### src/rtl/alu_alloc_pkg.sv
// Shared helpers for the ALU pool allocator: age compare on wrapping issue ids
// and the ALU/port index width rule (clog2, but never narrower than one bit).
// Latency: n/a (functions only). Backpressure: n/a.
package alu_alloc_pkg;

  // Width of an index into a pool of n entries; a pool of one still needs a bit.
  function automatic int idx_w(int n);
    return (n <= 1) ? 1 : $clog2(n);
  endfunction

  // a is older than b when (a - b) mod 2^w has its MSB set. Callers zero-extend
  // their w-bit ids to 32 bits; bit w-1 of the 32-bit difference equals bit w-1
  // of the modulo-2^w difference.
  function automatic logic is_older(logic [31:0] a, logic [31:0] b, int w);
    logic [31:0] diff;
    diff = a - b;
    return diff[w-1];
  endfunction

endpackage

### src/rtl/alu_allocator_if.sv
// Requester/allocator bus for the ALU pool: per-port request, issue id and
// release in; per-port grant plus pool occupancy out.
// Latency: n/a (wires only). Backpressure: req is a level held until granted.
interface alu_allocator_if #(
  parameter int NUM_PORTS = 4,
  parameter int NUM_ALUS  = 4,
  parameter int ID_WIDTH  = 4
);
  import alu_alloc_pkg::*;

  localparam int AW = idx_w(NUM_ALUS);
  localparam int FW = $clog2(NUM_ALUS + 1);

  logic [NUM_PORTS-1:0]                req;
  logic [NUM_PORTS-1:0][ID_WIDTH-1:0]  req_issue_id;
  logic [NUM_PORTS-1:0]                alu_release;  // one-cycle pulse, returns the port's ALU
  logic                                flush;
  logic [NUM_PORTS-1:0]                alloc_valid;
  logic [NUM_PORTS-1:0][AW-1:0]        alloc_alu_id;
  logic [NUM_ALUS-1:0]                 alu_busy;
  logic [FW-1:0]                       free_count;

  modport master (
    output req, req_issue_id, alu_release, flush,
    input  alloc_valid, alloc_alu_id, alu_busy, free_count
  );

  modport slave (
    input  req, req_issue_id, alu_release, flush,
    output alloc_valid, alloc_alu_id, alu_busy, free_count
  );
endinterface

### src/rtl/age_rank.sv
// Ranks allocation candidates by age: rank[p] = number of candidates older than p
// (older issue id first, equal ids broken by lower port index).
// Latency: combinational. Backpressure: none.
//   cand     : candidate mask
//   issue_id : per-port issue sequence number
//   rank     : per-port count of older candidates (meaningful only where cand=1)
module age_rank
  import alu_alloc_pkg::*;
#(
  parameter int NUM_PORTS = 4,
  parameter int ID_WIDTH  = 4,
  parameter int RW        = 2
) (
  input  logic [NUM_PORTS-1:0]               cand,
  input  logic [NUM_PORTS-1:0][ID_WIDTH-1:0] issue_id,
  output logic [NUM_PORTS-1:0][RW-1:0]       rank
);

  always_comb begin
    rank = '0;
    for (int p = 0; p < NUM_PORTS; p++) begin
      for (int q = 0; q < NUM_PORTS; q++) begin
        if (cand[q] && (q != p)) begin
          if (is_older(32'(issue_id[q]), 32'(issue_id[p]), ID_WIDTH) ||
              ((issue_id[q] == issue_id[p]) && (q < p))) begin
            rank[p] = rank[p] + RW'(1);
          end
        end
      end
    end
  end

endmodule

### src/rtl/alu_allocator.sv
// Dynamic ALU pool scheduler: grants any free ALU to requesting ports, oldest
// issue id first, and holds it until the port releases it or a flush.
// Latency: one cycle req->alloc_valid. Backpressure: ungranted requesters simply retry each cycle.
//   clk, rst_n : clock and async active-low reset
//   bus        : slave side of alu_allocator_if (req/id/release/flush in, grants out)
module alu_allocator
  import alu_alloc_pkg::*;
#(
  parameter int NUM_ALUS  = 4,
  parameter int NUM_PORTS = 4,
  parameter int ID_WIDTH  = 4
) (
  input  logic            clk,
  input  logic            rst_n,
  alu_allocator_if.slave  bus
);

  localparam int AW = idx_w(NUM_ALUS);
  localparam int RW = idx_w(NUM_PORTS);
  localparam int FW = $clog2(NUM_ALUS + 1);

  logic [NUM_PORTS-1:0]          own_q, own_d;
  logic [NUM_PORTS-1:0][AW-1:0]  alu_id_q, alu_id_d;
  logic [NUM_ALUS-1:0]           busy_q, busy_d;

  logic [NUM_PORTS-1:0]          cand;
  logic [NUM_PORTS-1:0][RW-1:0]  rank;
  int                            nf;
  logic                          dup_own;

  // A releasing port is never a candidate, even with req held high.
  assign cand = bus.req & ~own_q & ~bus.alu_release;

  age_rank #(
    .NUM_PORTS (NUM_PORTS),
    .ID_WIDTH  (ID_WIDTH),
    .RW        (RW)
  ) u_age_rank (
    .cand     (cand),
    .issue_id (bus.req_issue_id),
    .rank     (rank)
  );

  always_comb begin
    own_d    = own_q;
    alu_id_d = alu_id_q;
    busy_d   = busy_q;
    nf       = 0;
    if (bus.flush) begin
      own_d    = '0;
      alu_id_d = '0;
      busy_d   = '0;
    end else begin
      for (int p = 0; p < NUM_PORTS; p++) begin
        if (own_q[p] && bus.alu_release[p]) begin
          own_d[p]              = 1'b0;
          busy_d[alu_id_q[p]]   = 1'b0;
        end
      end
      // Rank k takes the k-th lowest free ALU. The free list comes from busy_q,
      // so an ALU released this cycle only becomes allocatable next cycle.
      for (int p = 0; p < NUM_PORTS; p++) begin
        if (cand[p]) begin
          nf = 0;
          for (int a = 0; a < NUM_ALUS; a++) begin
            if (!busy_q[a]) begin
              if (nf == int'(rank[p])) begin
                own_d[p]    = 1'b1;
                alu_id_d[p] = AW'(a);
                busy_d[a]   = 1'b1;
              end
              nf = nf + 1;
            end
          end
        end
      end
    end
  end

  always_ff @(posedge clk or negedge rst_n) begin
    if (!rst_n) begin
      own_q    <= '0;
      alu_id_q <= '0;
      busy_q   <= '0;
    end else begin
      own_q    <= own_d;
      alu_id_q <= alu_id_d;
      busy_q   <= busy_d;
    end
  end

  assign bus.alloc_valid  = own_q;
  assign bus.alloc_alu_id = alu_id_q;
  assign bus.alu_busy     = busy_q;
  assign bus.free_count   = FW'(NUM_ALUS) - FW'($countones(busy_q));

  always_comb begin
    dup_own = 1'b0;
    for (int p = 0; p < NUM_PORTS; p++) begin
      for (int q = p + 1; q < NUM_PORTS; q++) begin
        if (own_q[p] && own_q[q] && (alu_id_q[p] == alu_id_q[q])) dup_own = 1'b1;
      end
    end
  end

  a_unique_owner: assert property (@(posedge clk) disable iff (!rst_n) !dup_own);
  a_busy_matches_owners: assert property (@(posedge clk) disable iff (!rst_n)
    $countones(busy_q) == $countones(own_q));
  a_free_count: assert property (@(posedge clk) disable iff (!rst_n)
    int'(bus.free_count) == NUM_ALUS - $countones(busy_q));

endmodule

### src/flat_wrapper.sv
// flat-port wrapper written by rule: the top's interface ports become plain ports
module alu_allocator_flat import alu_alloc_pkg::*;
#(
  parameter int NUM_ALUS  = 4,
  parameter int NUM_PORTS = 4,
  parameter int ID_WIDTH  = 4
)
  (clk, rst_n, bus_req, bus_req_issue_id, bus_alu_release, bus_flush, bus_alloc_valid, bus_alloc_alu_id, bus_alu_busy, bus_free_count);
  alu_allocator_if #(.NUM_PORTS(NUM_PORTS), .NUM_ALUS(NUM_ALUS), .ID_WIDTH(ID_WIDTH)) bus_i ();
  input  logic clk;
  input  logic rst_n;
  input wire logic [$bits(bus_i.req)-1:0] bus_req;
  input wire logic [$bits(bus_i.req_issue_id)-1:0] bus_req_issue_id;
  input wire logic [$bits(bus_i.alu_release)-1:0] bus_alu_release;
  input wire logic [$bits(bus_i.flush)-1:0] bus_flush;
  output wire logic [$bits(bus_i.alloc_valid)-1:0] bus_alloc_valid;
  output wire logic [$bits(bus_i.alloc_alu_id)-1:0] bus_alloc_alu_id;
  output wire logic [$bits(bus_i.alu_busy)-1:0] bus_alu_busy;
  output wire logic [$bits(bus_i.free_count)-1:0] bus_free_count;
  assign bus_i.req = bus_req;
  assign bus_i.req_issue_id = bus_req_issue_id;
  assign bus_i.alu_release = bus_alu_release;
  assign bus_i.flush = bus_flush;
  assign bus_alloc_valid = bus_i.alloc_valid;
  assign bus_alloc_alu_id = bus_i.alloc_alu_id;
  assign bus_alu_busy = bus_i.alu_busy;
  assign bus_free_count = bus_i.free_count;
  alu_allocator #(.NUM_ALUS(NUM_ALUS), .NUM_PORTS(NUM_PORTS), .ID_WIDTH(ID_WIDTH)) u_core (.clk(clk), .rst_n(rst_n), .bus(bus_i));
endmodule
### config.mk
export PLATFORM = sky130hd
export DESIGN_NAME = alu_allocator_flat
export DESIGN_NICKNAME = d
export VERILOG_FILES = /design/src/rtl/alu_alloc_pkg.sv /design/src/rtl/alu_allocator_if.sv /design/src/rtl/age_rank.sv /design/src/rtl/alu_allocator.sv /design/src/flat_wrapper.sv
export SDC_FILE = /design/constraint.sdc
export NUM_CORES = 1
export LEC_CHECK = 0
export CORE_ASPECT_RATIO = 0.9
export CORE_MARGIN = 5
export CORE_UTILIZATION = 55
export DETAILED_ROUTE_END_ITERATION = 10
export DONT_BUFFER_PORTS = 1
export PLACE_DENSITY = 0.79
export SLEW_MARGIN = 20
export SYNTH_ARGS = -nofsm -noshare
export SYNTH_HDL_FRONTEND = slang
export SYNTH_SLANG_ARGS = --single-unit
### constraint.sdc
create_clock -name clk -period 3 [get_ports clk]
set_input_delay 0 -clock clk [delete_from_list [all_inputs] [get_ports clk]]
set_output_delay 0 -clock clk [all_outputs]
set_load 0.03 [all_outputs]
Word level (Yosys, flattened, before mapping)
Index checks and enable logic that the tools add are counted.
{ "word_totals": {"ff_bits": 16, "in_bits": 27, "output_inout_bits": 19, "wordCells": 290} }
{ "op_classes": {"addsub": 32, "n_lt_le_gt_ge": 8, "eq_ne": 18, "n_mux": 192, "n_bitwise": 12, "reduce_logical": 22} }
{ "op_table": {"columns": ["op", "count"], "rows": [
  ["32-bit two-way mux", 32],
  ["32-bit by 3-bit equality test with 1-bit output", 12],
  ["32-bit by 2-bit adder with 32-bit output, second input constant", 8],
  ["2-bit two-way mux", 54],
  ["1-bit two-way mux", 87],
  ["4-bit two-way mux", 14],
  ["4-bit subtractor", 12],
  ["4-bit AND", 6],
  ["4-bit equality test", 6],
  ["4-bit NOT", 6],
  ["2-bit by 1-bit adder with 2-bit output, second input constant", 8],
  ["2-bit by 3-bit less-than comparator with 1-bit output, second input constant", 4],
  ["1-bit demux with 2-bit select", 4],
  ["2-bit by 1-bit >= comparator with 1-bit output, second input constant", 4],
  ["1-bit logical AND", 8],
  ["2-bit logical NOT", 4],
  ["8-bit two-way mux", 1],
  ["2-bit nonzero test", 4],
  ["1-bit logical OR", 6],
  ["1-bit by 1-bit adder with 2-bit output", 2],
  ["3-bit adder", 1],
  ["3-bit subtractor, first input constant", 1]
]} }

Logic depth before layout (Yosys ltp)
{ "depth": {"depth_word": 30, "mapped_depth": 17, "ltp_nobuf": 17} }

Cells and area by module
A second synthesis with hierarchy kept.
{ "hier_totals": {"hier_cells": 375, "hier_area_um2": 2962.8} }
{ "modules_own_cells": {"columns": ["module", "n_inst", "cells_each", "area_each_um2"], "rows": [
  ["alu_allocator", 1, 199, 1566.5],
  ["age_rank", 1, 176, 1396.3]
]} }

Least setup slack after synthesis
No wires, ideal clock.
{ "synth_timing": {"path_type": "reg-to-reg", "from": "register u_core.own_q[1], in the netlist u_core.bus.alloc_valid[1]", "to": "register u_core.own_q[0], in the netlist u_core.bus.alloc_valid[0]", "setup_ns": 0.136, "arrival_time_ns": 3.284, "required_ns": 2.864, "slack_ns": -0.420, "path_stages_with_launch": 15, "n_path_buf": 1, "synth_period_minus_slack_ns": 3.420, "path_cell_list": "dfrtp_1 > or3b_1 > buf_6 > nor4b_4 > nor2_2 > inv_2 > ha_1 > nor4bb_1 > nand4_1 > a211o_2 > o311ai_4 > nor2_1 > and2_1 > o41ai_2 > a211oi_2"} }
{ "synth_via": {"elab_chain_cells": 21, "elab_cells_between_ends": 24, "cone_classes": "2 x add/sub; 3 x eq/ne; 15 x mux; 3 x bitwise; 1 x reduce/logical"} }
{ "synth_rtl": {"columns": ["item", "line", "text"], "rows": [
  ["start: declaration", "alu_allocator.sv:22", "logic [NUM_PORTS-1:0] own_q, own_d;"],
  ["start signal: assignment", "alu_allocator.sv:86", "own_q <= own_d;"],
  ["4-bit NOT *", "alu_allocator.sv:32", "assign cand = bus.req & ~own_q & ~bus.alu_release;"],
  ["4-bit AND * (2 in series)", "alu_allocator.sv:32", null],
  ["1-bit two-way mux *", "age_rank.sv:23", "if (cand[q] && (q != p)) begin"],
  ["2-bit by 1-bit adder with 2-bit output", "age_rank.sv:26", "rank[p] = rank[p] + RW'(1);"],
  ["2-bit two-way mux", "age_rank.sv:24", "if (is_older(32'(issue_id[q]), 32'(issue_id[p]), ID_WIDTH) ||"],
  ["2-bit two-way mux *", "age_rank.sv:23", null],
  ["2-bit by 1-bit adder with 2-bit output", "age_rank.sv:26", null],
  ["2-bit two-way mux", "age_rank.sv:24", null],
  ["[... 5 more ...]", null, null],
  ["1-bit two-way mux", "alu_allocator.sv:66", "if (!busy_q[a]) begin"],
  ["1-bit two-way mux", "alu_allocator.sv:67", "if (nf == int'(rank[p])) begin"],
  ["1-bit two-way mux", "alu_allocator.sv:66", null],
  ["1-bit two-way mux", "alu_allocator.sv:67", null],
  ["1-bit two-way mux *", "alu_allocator.sv:66", null],
  ["1-bit two-way mux *", "alu_allocator.sv:63", "if (cand[p]) begin"],
  ["4-bit two-way mux *", "alu_allocator.sv:49", "if (bus.flush) begin"],
  ["via u_core.own_d[0]", "alu_allocator.sv:22", null]
]} }
The timed path passes the listed nets; every way through them passes the cells marked *.
A chain may end at the register's enable or synchronous reset.

Worst setup path in the final report
Ends and elaborated chain as after synthesis.

==> metrics.md <==
| Metric | Value |
|---|---|
| Max VDD drop | 0.815 mV |
| Share of the synthesized area in the top cell type | 18.0% |
| Post-Syn Area per Cell | 8.41 um^2 |
| Fill cells | 436 |
| CTS H-tree depth | 1 |
| CTS Buf Count | 3 |
| Routed met2 length | 5100 um |
| Clk buf depth | 2 |
| Rows | 26 |
| TNS Setup | -0.651 ns |
| Antenna diode count | 0 |
| Initial antenna violation count | 0 |
| Final min period | 3.15 ns |
| Max cap viols | 0 |
| Nets | 512 |
| Ys Warns | 0 |
| Reg2reg start | u_core.bus.alloc_valid[1]$_DFF_PN0_ |
| WP data required | 3.13 ns |
| Total congestion overflow | 0 |
| Hold path depth | 1 |
| Synth cell count leaders | ha_1, inv_1, a21oi_1 |
| Critical Path AT | 3.27 ns |
| Final Skew | 0.00580 ns |
| Compound-Gate Fraction of Synth Area | 26.2% |
| Post-synthesis register bit count | 16 |
| Pwr/cell area | 606 mW/mm^2 |
| Clk Latency, worst-skew pair | 0.26 ns |
| Max Slew Vio Count | 0 |
| DR vias | 3425 |
| CTS Root Buffer Type | clkbuf_8 |
| Wire length on met1 | 4440 um |
| RD Place Congestion | 0.964 |
| Post-Synthesis Net Count | 453 |
| Routed wl met3 | 1100 um |
| Synth Flop Type | dfrtp_1 |
| Starting DRT DRC Count | 332 |
| Crit path to | u_core.bus.alloc_valid[0]$_DFF_PN0_ |
| Crit end category | register |
| PnR worst setup slack | -0.145 ns |
| Critical Setup Path Class | register to register |
| Via density | 6.74 |
| Post-synthesis mux area share | 1.02% |
| Async SR Flop Fraction | 100% |
| Worst reg-to-reg setup slack | -0.15 ns |
| Slew @ Worst Pin | 0.737 ns |
| Port Buf Inserts | 0 |
| RSZ-0062 raised after global routing | true |
| Crit path max fanout | 3 |
| Sink Count | 16 |
| First-pass GRT wire length | 16600 um |
| EDFF count, synth | 0 |
| Final hold violation count | 13 |
| Synth Area in XOR/XNOR | 10.3% |
| Failing checks | negative hold slack, negative setup slack |
| CP startpoint | u_core.bus.alloc_valid[1]$_DFF_PN0_ |
| Library cells used by synthesis | 82 |
| Syn Std Cell Area | 0.00319 mm^2 |
| Placement Setup Slack | -0.298 ns |
| Pre-antenna DRT Iters | 5 |
| Reg area | 402 um^2 |
| DIE WIDTH | 90.3 um |
| Post-DP Area | 0.00358 mm^2 |
| DR DRC count | 0 |
| DR top layer | met4 |
| Final Cell Area | 0.00403 mm^2 |
| Worst hold path type | input port to register |
| Reg2Reg Depth | 13 |
| Max Clk Rate | 0.318 GHz |
| Share of post-route cells with drive strength above 1 | 30.1% |
| Total Power | 2440 uW |
| Hold slack | -0.201 ns |
| Routed Antenna Nets | 0 |
| Avg WL per Cell | 21.4 um |
| Area of the multi-input gates | 0.00285 mm^2 |
| CTS tree | yes |
| Vias in the first global route | 3379 |
| Final worst-path cycle share | 105% |
| Synth Area in Simple Gates | 24.7% |
| Clock transition at path regs | 0.07 ns |
| Synth Instances | 380 |
| Die Footprint | 0.00743 mm^2 |
| Die height | 82.3 um |
| Leak | 0.00184 uW |
| Core Footprint | 0.00566 mm^2 |
| Hold-fix buffers, CTS | 7 |
| Top-count cell post-synth | ha_1 |
| Initial Utilization | 56.4% |
| Largest net degree at the start of global routing | 17 |
| Post-synth top area cell | ha_1 |
| Adder-Cell Fraction of Synth Area | 18.0% |
| Relative slew slack | 50.7% |
| Reg2reg end | u_core.bus.alloc_valid[0]$_DFF_PN0_ |
| Synth-to-Final Area Change | 26.1% |
| Sequential area share after synthesis | 12.5% |
| Startpoint Class | register |
| Dpl hpwl | 8190 um |
| Status | complete, but fails checks |
| Main combinational cell family by area after synthesis | compound AO/OA/AOI/OAI gates |
| Final setup violating endpoints | 8 |
| GRT Util Overall | 27.9% |
| # IOs | 46 |
| Top post-synthesis cells by area | ha_1, dfrtp_1, xnor2_1 |
| Final WL | 10900 um |
## cell type report
cell class	instances	area share, %
inverter	35	3.26
clock buffer	4	1.12
multi-input combinational	317	70.7
timing repair buffer	66	12.7
tap	70	2.17
sequential	16	9.97
## state kept, by name (all words and copies together), names as in the netlist
name and count:
u_core.bus.alloc_valid 4, u_core.bus.alloc_alu_id 8, u_core.bus.alu_busy 4
## stage by stage
stage	utilization, %	cells
global placement	63.3	489
finish	71.2	508
floorplan	-	380
detailed placement	63.3	489
CTS	67.0	504
global route	71.2	508
## routing by layer
layer	global-route usage, %	vias to the layer above
met5	0	-
met4	8.04	0
met3	6.79	30
met2	47.0	200
met1	35.9	1647
li1	-	1548
## logic make-up (layout without fill, tap and decap cells)
group           after synthesis  count (layout)
compound gates              112             112
xor+xnor                     30              30
fa+ha+maj                    46              46
buf+inv                      47             105
flops                        16              16
mux                           2               2
simple gates                127             127
## worst min-delay path by stage
stage               startpoint                                     end  slack (ns)
finish               bus_flush        u_core.bus.alu_busy[2]$_DFF_PN0_       -0.20
global route         bus_flush        u_core.bus.alu_busy[2]$_DFF_PN0_       -0.21
CTS                  bus_flush        u_core.bus.alu_busy[3]$_DFF_PN0_       -0.20
detailed placement       rst_n  u_core.bus.alloc_alu_id[0]$_DFFE_PN0P_       -0.30
global placement         rst_n  u_core.bus.alloc_alu_id[0]$_DFFE_PN0P_       -0.30
floorplan                rst_n  u_core.bus.alloc_alu_id[0]$_DFFE_PN0P_       -0.30
## worst max-delay path, cell delays in order (launching register included)
cell and delay (ns):
dfrtp_2 0.41, or3b_4 0.40, nor4b_4 0.25, nor2_2 0.09
inv_2 0.08, ha_4 0.14, nor4bb_4 0.20, nand4_1 0.18
a211o_2 0.42, o311ai_4 0.09, xnor2_1 0.12, and3_4 0.20
o41ai_4 0.34, a211oi_2 0.10
## layout by cell type (no fill, tap or decap), types with 4 or more instances in the layout
cell type,count
a211o_1,6
a211oi_1,4
a21o_1,9
a21oi_1,22
a21oi_2,5
a221oi_2,4
a31oi_1,7
and2_1,4
and3_1,6
buf_4,59
dfrtp_1,15
dlygate4sd3_1,7
ha_1,43
inv_1,34
nand2_1,16
nand3_1,16
nand3b_1,6
nand4_1,8
nor2_1,16
nor3_1,10
o211ai_1,5
o21ai_0,9
or3_1,4
xnor2_1,13
xnor2_2,7
xor2_1,6
## what timing repair did
item / in CTS / in global routing
resized for setup: 14 / 35
setup endpoints to repair: 10 / 16
endpoints found under the hold margin: 32 / 13
pin swaps: 10 / 15
buffers inserted: 4 / 4
## power by group
group / switching, uW / total (uW) / internal, uW
registers: 114 / 370 / 257
clock network: 77.2 / 172 / 94.4
logic: 1070 / 1900 / 824
Note: power is estimated with default switching activity, not from simulation.
